<file path="config.mk">
export PLATFORM = sky130hd
export DESIGN_NAME = s2a_burst_writer_flat
export DESIGN_NICKNAME = d
export VERILOG_FILES = /design/src/rtl/s2a_burst_writer_if.sv /design/src/rtl/s2a_burst_writer.sv /design/src/flat_wrapper.sv
export SDC_FILE = /design/constraint.sdc
export NUM_CORES = 2
export LEC_CHECK = 0
export CORE_ASPECT_RATIO = 1.1
export CORE_UTILIZATION = 61
export CTS_CLUSTER_SIZE = 12
export DETAILED_ROUTE_END_ITERATION = 8
export HOLD_SLACK_MARGIN = 0.02
export PLACE_DENSITY = 0.84
export RECOVER_POWER = 50
export SLEW_MARGIN = 20
export SYNTH_ARGS = -nofsm -noshare
export SYNTH_HDL_FRONTEND = slang
export SYNTH_SLANG_ARGS = --single-unit
</file>
<file path="constraint.sdc">
create_clock -name AXI_clk -period 9.58 [get_ports AXI_clk]
set_input_delay 0.958 -clock AXI_clk [delete_from_list [all_inputs] [get_ports AXI_clk]]
set_output_delay 0.958 -clock AXI_clk [all_outputs]
set_load 0.01 [all_outputs]
</file>
<file path="src/rtl/s2a_burst_writer_if.sv">
// Stream-in and AXI write-channel bundle for s2a_burst_writer.
// master = the burst writer, slave = stream source plus AXI slave port.
`timescale 1ns/1ps
interface s2a_burst_writer_if #(
    parameter int DATA_W = 64
);
    logic              s_valid;
    logic [DATA_W-1:0] s_data;
    logic              s_ready;
    logic [31:0]       AXI_awaddr;
    logic [7:0]        AXI_awlen;
    logic [2:0]        AXI_awsize;
    logic [1:0]        AXI_awburst;
    logic              AXI_awvalid;
    logic              AXI_awready;
    logic [DATA_W-1:0] AXI_wdata;
    logic              AXI_wvalid;
    logic              AXI_wready;
    logic              AXI_wlast;
    logic              AXI_bvalid;
    logic [1:0]        AXI_bresp;
    logic              AXI_bready;

    modport master (
        input  s_valid, s_data, AXI_awready, AXI_wready, AXI_bvalid, AXI_bresp,
        output s_ready, AXI_awaddr, AXI_awlen, AXI_awsize, AXI_awburst, AXI_awvalid,
               AXI_wdata, AXI_wvalid, AXI_wlast, AXI_bready
    );

    modport slave (
        output s_valid, s_data, AXI_awready, AXI_wready, AXI_bvalid, AXI_bresp,
        input  s_ready, AXI_awaddr, AXI_awlen, AXI_awsize, AXI_awburst, AXI_awvalid,
               AXI_wdata, AXI_wvalid, AXI_wlast, AXI_bready
    );
endinterface

</file>
<file path="src/rtl/s2a_burst_writer.sv">
// Stream-to-AXI write controller: buffers stream words in a show-ahead FIFO and writes
// them as fixed-length INCR bursts into a circular OCM window, one burst outstanding.
`timescale 1ns/1ps
module s2a_burst_writer #(
    parameter logic [31:0] OCM_HADDR = 32'hFFFC0000,
    parameter int          OCM_WIDTH = 16,
    parameter int          DATA_W    = 64,
    parameter int          BURST_LEN = 16,
    parameter int          FIFO_AW   = 5
) (
    input  logic               AXI_clk,
    input  logic               rst_n,
    input  logic               sync,
    s2a_burst_writer_if.master bus,
    output logic [31:0]        s2a_cnt,
    output logic               ovf,
    output logic               err
);
    localparam int DEPTH       = 2 ** FIFO_AW;
    localparam int PTR_W       = FIFO_AW + 1;
    localparam int BEAT_W      = $clog2(BURST_LEN);
    localparam int BURST_BYTES = BURST_LEN * DATA_W / 8;

    localparam logic [PTR_W-1:0]     BURST_FILL = PTR_W'(BURST_LEN);
    localparam logic [BEAT_W-1:0]    LAST_BEAT  = BEAT_W'(BURST_LEN - 1);
    // Truncation to the window width makes the ring offset wrap for free.
    localparam logic [OCM_WIDTH-1:0] OFF_STEP   = OCM_WIDTH'(BURST_BYTES);

    typedef enum logic [1:0] {IDLE, ADDR, DATA, RESP} state_t;

    state_t               state_q, state_d;
    logic [DATA_W-1:0]    mem_q [DEPTH];
    logic [PTR_W-1:0]     wr_ptr_q, wr_ptr_d;
    logic [PTR_W-1:0]     rd_ptr_q, rd_ptr_d;
    logic [BEAT_W-1:0]    beat_q, beat_d;
    logic [OCM_WIDTH-1:0] off_q, off_d;
    logic [31:0]          cnt_q, cnt_d;
    logic                 ovf_q, ovf_d;
    logic                 err_q, err_d;
    logic                 pend_q, pend_d;
    logic [PTR_W-1:0]     fill;
    logic                 full;
    logic                 push;
    logic                 pop;
    logic                 clear;

    // Pointers carry one extra bit, so fill == DEPTH is the only value with the MSB set.
    assign fill = wr_ptr_q - rd_ptr_q;
    assign full = fill[PTR_W-1];

    assign bus.s_ready     = !full && !pend_q;
    assign push            = bus.s_valid && bus.s_ready;
    assign pop             = bus.AXI_wvalid && bus.AXI_wready;

    assign bus.AXI_awlen   = 8'(BURST_LEN - 1);
    assign bus.AXI_awsize  = 3'($clog2(DATA_W / 8));
    assign bus.AXI_awburst = 2'b01;
    assign bus.AXI_awaddr  = OCM_HADDR + 32'(off_q);
    assign bus.AXI_awvalid = (state_q == ADDR);
    assign bus.AXI_wvalid  = (state_q == DATA);
    assign bus.AXI_wlast   = (state_q == DATA) && (beat_q == LAST_BEAT);
    assign bus.AXI_bready  = (state_q == RESP);
    assign bus.AXI_wdata   = mem_q[rd_ptr_q[FIFO_AW-1:0]];

    assign s2a_cnt = cnt_q;
    assign ovf     = ovf_q;
    assign err     = err_q;

    always_comb begin
        state_d  = state_q;
        wr_ptr_d = wr_ptr_q;
        rd_ptr_d = rd_ptr_q;
        beat_d   = beat_q;
        off_d    = off_q;
        cnt_d    = cnt_q;
        ovf_d    = ovf_q;
        err_d    = err_q;
        pend_d   = pend_q;
        clear    = 1'b0;

        if (push) wr_ptr_d = wr_ptr_q + 1'b1;
        if (pop)  rd_ptr_d = rd_ptr_q + 1'b1;
        if (bus.s_valid && !bus.s_ready) ovf_d = 1'b1;
        // Outside IDLE a restart must wait so no AXI handshake is abandoned.
        if (sync && state_q != IDLE) pend_d = 1'b1;

        unique case (state_q)
            IDLE: begin
                if (sync || pend_q) begin
                    clear = 1'b1;
                end else if (fill >= BURST_FILL) begin
                    state_d = ADDR;
                end
            end
            ADDR: begin
                if (bus.AXI_awready) begin
                    beat_d  = '0;
                    state_d = DATA;
                end
            end
            DATA: begin
                if (pop) begin
                    beat_d = beat_q + 1'b1;
                    if (beat_q == LAST_BEAT) state_d = RESP;
                end
            end
            RESP: begin
                if (bus.AXI_bvalid) begin
                    if (bus.AXI_bresp != 2'b00) err_d = 1'b1;
                    off_d   = off_q + OFF_STEP;
                    cnt_d   = cnt_q + 32'd1;
                    state_d = IDLE;
                end
            end
        endcase

        if (clear) begin
            wr_ptr_d = '0;
            rd_ptr_d = '0;
            off_d    = '0;
            cnt_d    = '0;
            ovf_d    = 1'b0;
            err_d    = 1'b0;
            pend_d   = 1'b0;
        end
    end

    always_ff @(posedge AXI_clk or negedge rst_n) begin
        if (!rst_n) begin
            state_q  <= IDLE;
            wr_ptr_q <= '0;
            rd_ptr_q <= '0;
            beat_q   <= '0;
            off_q    <= '0;
            cnt_q    <= '0;
            ovf_q    <= 1'b0;
            err_q    <= 1'b0;
            pend_q   <= 1'b0;
        end else begin
            state_q  <= state_d;
            wr_ptr_q <= wr_ptr_d;
            rd_ptr_q <= rd_ptr_d;
            beat_q   <= beat_d;
            off_q    <= off_d;
            cnt_q    <= cnt_d;
            ovf_q    <= ovf_d;
            err_q    <= err_d;
            pend_q   <= pend_d;
        end
    end

    // Storage holds data only; validity is tracked by the pointers.
    always_ff @(posedge AXI_clk) begin
        if (push) mem_q[wr_ptr_q[FIFO_AW-1:0]] <= bus.s_data;
    end
endmodule
</file>
<file path="src/flat_wrapper.sv">
// flat-port wrapper written by rule: the top's interface ports become plain ports
module s2a_burst_writer_flat 
#(
    parameter logic [31:0] OCM_HADDR = 32'hFFFC0000,
    parameter int          OCM_WIDTH = 16,
    parameter int          DATA_W    = 64,
    parameter int          BURST_LEN = 16,
    parameter int          FIFO_AW   = 5
)
  (AXI_clk, rst_n, sync, s2a_cnt, ovf, err, bus_s_valid, bus_s_data, bus_AXI_awready, bus_AXI_wready, bus_AXI_bvalid, bus_AXI_bresp, bus_s_ready, bus_AXI_awaddr, bus_AXI_awlen, bus_AXI_awsize, bus_AXI_awburst, bus_AXI_awvalid, bus_AXI_wdata, bus_AXI_wvalid, bus_AXI_wlast, bus_AXI_bready);
  s2a_burst_writer_if #(.DATA_W(DATA_W)) bus_i ();
  input  logic AXI_clk;
  input  logic rst_n;
  input  logic sync;
  output logic [31:0] s2a_cnt;
  output logic ovf;
  output logic err;
  input wire logic [$bits(bus_i.s_valid)-1:0] bus_s_valid;
  input wire logic [$bits(bus_i.s_data)-1:0] bus_s_data;
  input wire logic [$bits(bus_i.AXI_awready)-1:0] bus_AXI_awready;
  input wire logic [$bits(bus_i.AXI_wready)-1:0] bus_AXI_wready;
  input wire logic [$bits(bus_i.AXI_bvalid)-1:0] bus_AXI_bvalid;
  input wire logic [$bits(bus_i.AXI_bresp)-1:0] bus_AXI_bresp;
  output wire logic [$bits(bus_i.s_ready)-1:0] bus_s_ready;
  output wire logic [$bits(bus_i.AXI_awaddr)-1:0] bus_AXI_awaddr;
  output wire logic [$bits(bus_i.AXI_awlen)-1:0] bus_AXI_awlen;
  output wire logic [$bits(bus_i.AXI_awsize)-1:0] bus_AXI_awsize;
  output wire logic [$bits(bus_i.AXI_awburst)-1:0] bus_AXI_awburst;
  output wire logic [$bits(bus_i.AXI_awvalid)-1:0] bus_AXI_awvalid;
  output wire logic [$bits(bus_i.AXI_wdata)-1:0] bus_AXI_wdata;
  output wire logic [$bits(bus_i.AXI_wvalid)-1:0] bus_AXI_wvalid;
  output wire logic [$bits(bus_i.AXI_wlast)-1:0] bus_AXI_wlast;
  output wire logic [$bits(bus_i.AXI_bready)-1:0] bus_AXI_bready;
  assign bus_i.s_valid = bus_s_valid;
  assign bus_i.s_data = bus_s_data;
  assign bus_i.AXI_awready = bus_AXI_awready;
  assign bus_i.AXI_wready = bus_AXI_wready;
  assign bus_i.AXI_bvalid = bus_AXI_bvalid;
  assign bus_i.AXI_bresp = bus_AXI_bresp;
  assign bus_s_ready = bus_i.s_ready;
  assign bus_AXI_awaddr = bus_i.AXI_awaddr;
  assign bus_AXI_awlen = bus_i.AXI_awlen;
  assign bus_AXI_awsize = bus_i.AXI_awsize;
  assign bus_AXI_awburst = bus_i.AXI_awburst;
  assign bus_AXI_awvalid = bus_i.AXI_awvalid;
  assign bus_AXI_wdata = bus_i.AXI_wdata;
  assign bus_AXI_wvalid = bus_i.AXI_wvalid;
  assign bus_AXI_wlast = bus_i.AXI_wlast;
  assign bus_AXI_bready = bus_i.AXI_bready;
  s2a_burst_writer #(.OCM_HADDR(OCM_HADDR), .OCM_WIDTH(OCM_WIDTH), .DATA_W(DATA_W), .BURST_LEN(BURST_LEN), .FIFO_AW(FIFO_AW)) u_core (.AXI_clk(AXI_clk), .rst_n(rst_n), .sync(sync), .bus(bus_i), .s2a_cnt(s2a_cnt), .ovf(ovf), .err(err));
endmodule
</file>
* Word-level counts from Yosys, hierarchy flattened *
Memory sizes are Yosys's and may differ from the RTL's.
Cells that the tools add are included.

cells by class
  shift operators = 0
  reductions and logical operators = 25
  eq/ne operators = 10
  divide/modulo/power cells = 0
  bitwise gates (word level) = 0
  add/subtract/negate cells = 7
  multipliers = 0
  muxes and demuxes = 32
  $lt $le $gt $ge = 1

operators with widths
  operator                  count
  $mux W32                  3
  $mux W16                  3
  $add A32 B1 Y32 const B   1
  $mux W6                   4
  $add A19 B17 Y20 const A  1
  $reduce_bool A2 Y1        10
  $add A16 B8 Y16 const B   1
  $add A6 B1 Y6 const B     2
  $mux W1                   12
  $mux W2                   6
  $ne A2 B2 Y1 const B      5
  $mux W4                   2
  $pmux W2 S4               1
  $pmux W4 S2               1
  $ge A6 B5 Y1 const B      1
  $logic_and A1 B1 Y1       6
  $reduce_and A3 Y1         2
  $reduce_and A6 Y1         1
  $sub A6 B6 Y6             1
  $add A4 B1 Y4 const B     1
  $eq A2 B2 Y1 const B      2
  $eq A4 B4 Y1 const B      1
  $logic_not A1 Y1          3
  $eq A2 B1 Y1 const B      1
  other kinds (4)           4

word-level totals
  output and inout port bits = 148
  flip-flop bits (word level) = 69
  latch bits = 0
  ROM bits = 0
  word-level logic and storage cells = 85
  memories kept = 1
  RAM bits = 2048
  input port bits = 73

memories
  memory        words  bits a word  rd ports  clocked after Yosys merged registers in  wr ports  line                    source
  u_core.mem_q  32     64           1         0                                        1         s2a_burst_writer.sv:32  logic [DATA_W-1:0] mem_q [DEPTH];

* Longest topological paths before layout *
  depth after elaboration = 7
  depth in mapped cells = 12
  gate-level depth less buffers = 8

* Worst setup path after synthesis *
Ideal clock, no wire load.

  kind = reg-to-reg
  from = register u_core.rd_ptr_q[2]
  to = memory u_core.mem_q[24][0], enable pin
  required time = 9.015 ns
  path buffers = 4
  path slack = 1.894 ns
  period minus slack after synthesis = 7.686 ns
  arrival time = 7.121 ns
  stages on the path, launching flop included = 13
  library setup time = 0.565 ns
  path through = dfrtp_1 clkbuf_1 clkbuf_1 clkbuf_1 inv_1 ha_1 a21o_1 a31o_1 a311o_1 a31oi_1 buf_2 nand2_1 nor3_1

on the way
  longest elaborated chain between the ends = 6

RTL lines
  item                           line                     source
  start: declaration             s2a_burst_writer.sv:34   logic [PTR_W-1:0] rd_ptr_q, rd_ptr_d;
  start signal: assignment       s2a_burst_writer.sv:142  rd_ptr_q <= rd_ptr_d;
  $sub A6 B6 Y6                  s2a_burst_writer.sv:48   assign fill = wr_ptr_q - rd_ptr_q;
  $logic_not A1 Y1               s2a_burst_writer.sv:51   assign bus.s_ready = !full && !pend_q;
  $logic_and A1 B1 Y1            s2a_burst_writer.sv:51
  $logic_and A1 B1 Y1            s2a_burst_writer.sv:52   assign push = bus.s_valid && bus.s_ready;
  $mux W1                        s2a_burst_writer.sv:154  if (push) mem_q[wr_ptr_q[FIFO_AW-1:0]] <= bus.s_data;
  $mux W1 (not written as such)  s2a_burst_writer.sv:154
  end: declaration               s2a_burst_writer.sv:32

Every way passes these cells.

* Worst setup path after layout *
  from = register u_core.rd_ptr_q[1]
  to = output port bus_AXI_wdata[12]

on the way
  longest elaborated chain between the ends = 1

RTL lines
  item              line                source
  $mem_v2 Z32 W64   n/a
  end: declaration  flat_wrapper.sv:30  output wire logic [$bits(bus_i.AXI_wdata)-1:0] bus_AXI_wdata;

Every way passes these cells.

==> results.ini <==
[power_and_ir_drop]
power_density_nw_per_um2=241
power_mw=21.9
p_leak_nw=28.0
vdd_drop_max_mv=0.265

[final_layout]
layout-drive-gt1-share=0.254
final_common_cell=edfxtp_1
register_area_um2=63100
mostFrequentLayoutCells=edfxtp_1, mux4_2, nand2_1
syn_to_final_growth_pct=11.9
n_fill_cell=7121
final_cell_count_no_fill=5615
multi_input_area_um2=17300
final_cell_area_um2=90800
final_util=0.692
nNetsFinal=3853

[worst_setup_path]
cp.required_ps=8620
r2r-start=u_core.rd_ptr_q[3]
path_class=reg2out
reg2reg_slack_ps=3940
startpoint_type=flip-flop
r2r-end=u_core.mem_q[9][29]
rr_worst_depth=10
max_stage_delay_ps=930
cp-end-kind=output pin
path_max_fanout=150
path_cells=buf_12, buf_4, mux4_2, mux4_2, nand2_1, nand2_1, clkdlybuf4s50_1
arrival_ps=5430
cp_slowest_cell=buf_4

[synth]
synth_area_per_cell_um2=23.3
async_flop_share=0.0294
synth_cell_types=49
synth-seq-cells=2110
synth_top_area_cell=edfxtp_1
synthFlopType=edfxtp_1
netlist_area_um2=81100
synth_enable_flop_cells=2048
synth_cells=3480
synth_top_area_frac=0.758
synth_area_leaders=edfxtp_1, mux4_2, dfrtp_1
synth_warnings=0
ys_seq_area_frac=0.777

[clock_network]
clock_sinks=2110
cts_resized=0
cts_hold_buffers=0
htreeDepth=4
cts_inserted_buffers=200
post_cts_buffers=0
max-clock-path-buffers=3
cts_tree=done
clk_latency_ps=860
clk_pin_slew_ps=60
clock-root-buffer=clkbuf_16

[worst_hold_path]
min_path_type=reg2reg
min_from=u_core.ovf
holdPathStages=2
holdPathEnd=u_core.ovf

[floorplan]
die_h_um=384
die_area_um2=134000
core_um2=131000
initial_core_util=0.618
row_count=139
io-pin-count=221
dieWidth_um=350

[global_route]
grt_max_degree=155
grt_pass1_vias=42100
antenna_found_initial=21
grt_first_pass_wirelength_mm=312
grt_use_total=0.339
grt_overflow_total=0

[route]
ant_nets=0
viasPerCell=7.29
drt_wl_total_mm=222
drcViolationCount=0
drt_iter0_markers=6101
vias=40900
post_drt_wl_per_cell_um=39.5
dr.pass1.iters=6

[timing]
hold_viol_final=0
rsz0062_at_grt=false
worst_slew_pin_slew_ps=3520
post-route-min-period_ps=6390
skew_ps=56.3
setup_viol=0
final.setup.tns_ps=0
fin_hold_ws_ps=509
worst_slew_margin_rel=-1.35
final_max_slew_viol_count=186
period_share=0.667
fmax_mhz=156
fin_ws_ps=3190

[placed_design]
place_ws_ps=4060
gp_congestion=0.774
place_hpwl_mm=101
dp.cells=5322
placed_area_um2=85200
portBuffers=184

[job]
cap_violations=4

[run_status]
status=complete, but fails checks
violations=capacitance limit, slew limit

==> cell usage after synthesis (13+ instances only) <==
cell type  count
nor2_1        72
o21ai_0       20
edfxtp_1    2048
clkbuf_1     109
ha_1          16
xnor2_1       20
inv_1         23
buf_4         37
a21oi_1       17
mux4_2       640
xor2_1        18
buf_2         58
nand2_1      223
nand4_1       13
nand3_1       15
dfrtp_1       62
or3_1         13
==> critical path, delay by kind of cell, from the launching register on <==
kind	cells	cell delay, ps
buf+inv	3	2180
mux	2	990
flops	1	790
simple gates	2	290
==> report_power, final <==
part	total [mW]	internal [mW]	switching (mW)
combinational	4.18	2.10	2.08
sequential	10.5	10.3	0.155
clock	7.21	3.87	3.34
total	21.9	16.3	5.58
==> how the worst max path moves through the flow <==
stage / from / to / slack, ps
final: u_core.rd_ptr_q[1] / bus_AXI_wdata[12] / 3190
after global routing: u_core.rd_ptr_q[0] / bus_AXI_wdata[30] / 2950
after CTS: u_core.rd_ptr_q[0] / bus_AXI_wdata[30] / 3120
after detailed placement: u_core.rd_ptr_q[0] / bus_AXI_wdata[30] / 4060
after global placement: u_core.rd_ptr_q[0] / bus_AXI_wdata[30] / 4120
after floorplan: u_core.rd_ptr_q[2] / u_core.mem_q[24][0] / 1890
==> layer usage <==
layer,share of wire,vias to the layer above,GRT usage
li1,-,15100,-
met1,0.32,21300,0.411
met2,0.51,3717,0.567
met3,0.10,856,0.0663
met4,0.068,10,0.208
met5,0.00027,-,0
==> registers in the layout (all words and copies together) (netlist names) <==
register and flops:
u_core.ovf 1, u_core.state_q 2, u_core.wr_ptr_q 6, u_core.s2a_cnt 32, u_core.pend_q 1, u_core.err 1
u_core.beat_q 4, u_core.off_q 9, u_core.rd_ptr_q 6, u_core.mem_q 2048
==> final cells by class <==
cell class              instances  area share
diodes                         15    0.000413
clock buffers                 248      0.0578
clock inverters                28     0.00349
inverters                      24     0.00110
multi-input cells            1170       0.191
flip-flops and latches       2110       0.694
well taps                    1762      0.0243
repair buffers                258      0.0275
==> cell families (layout without fill, tap and decap cells) <==
family	Yosys count	in the layout	synth area share
flip-flops	2110	2110	0.777
multiplexers	643	643	0.178
AND/OR/NAND/NOR	380	380	0.0203
buffers and inverters	234	558	0.0134
AO/OA/AOI/OAI	57	57	0.00440
XOR/XNOR	38	38	0.00410
adder cells (fa/ha/maj)	16	16	0.00247
other	2	51	0.0000926
Power figures use the tool's default switching activity.
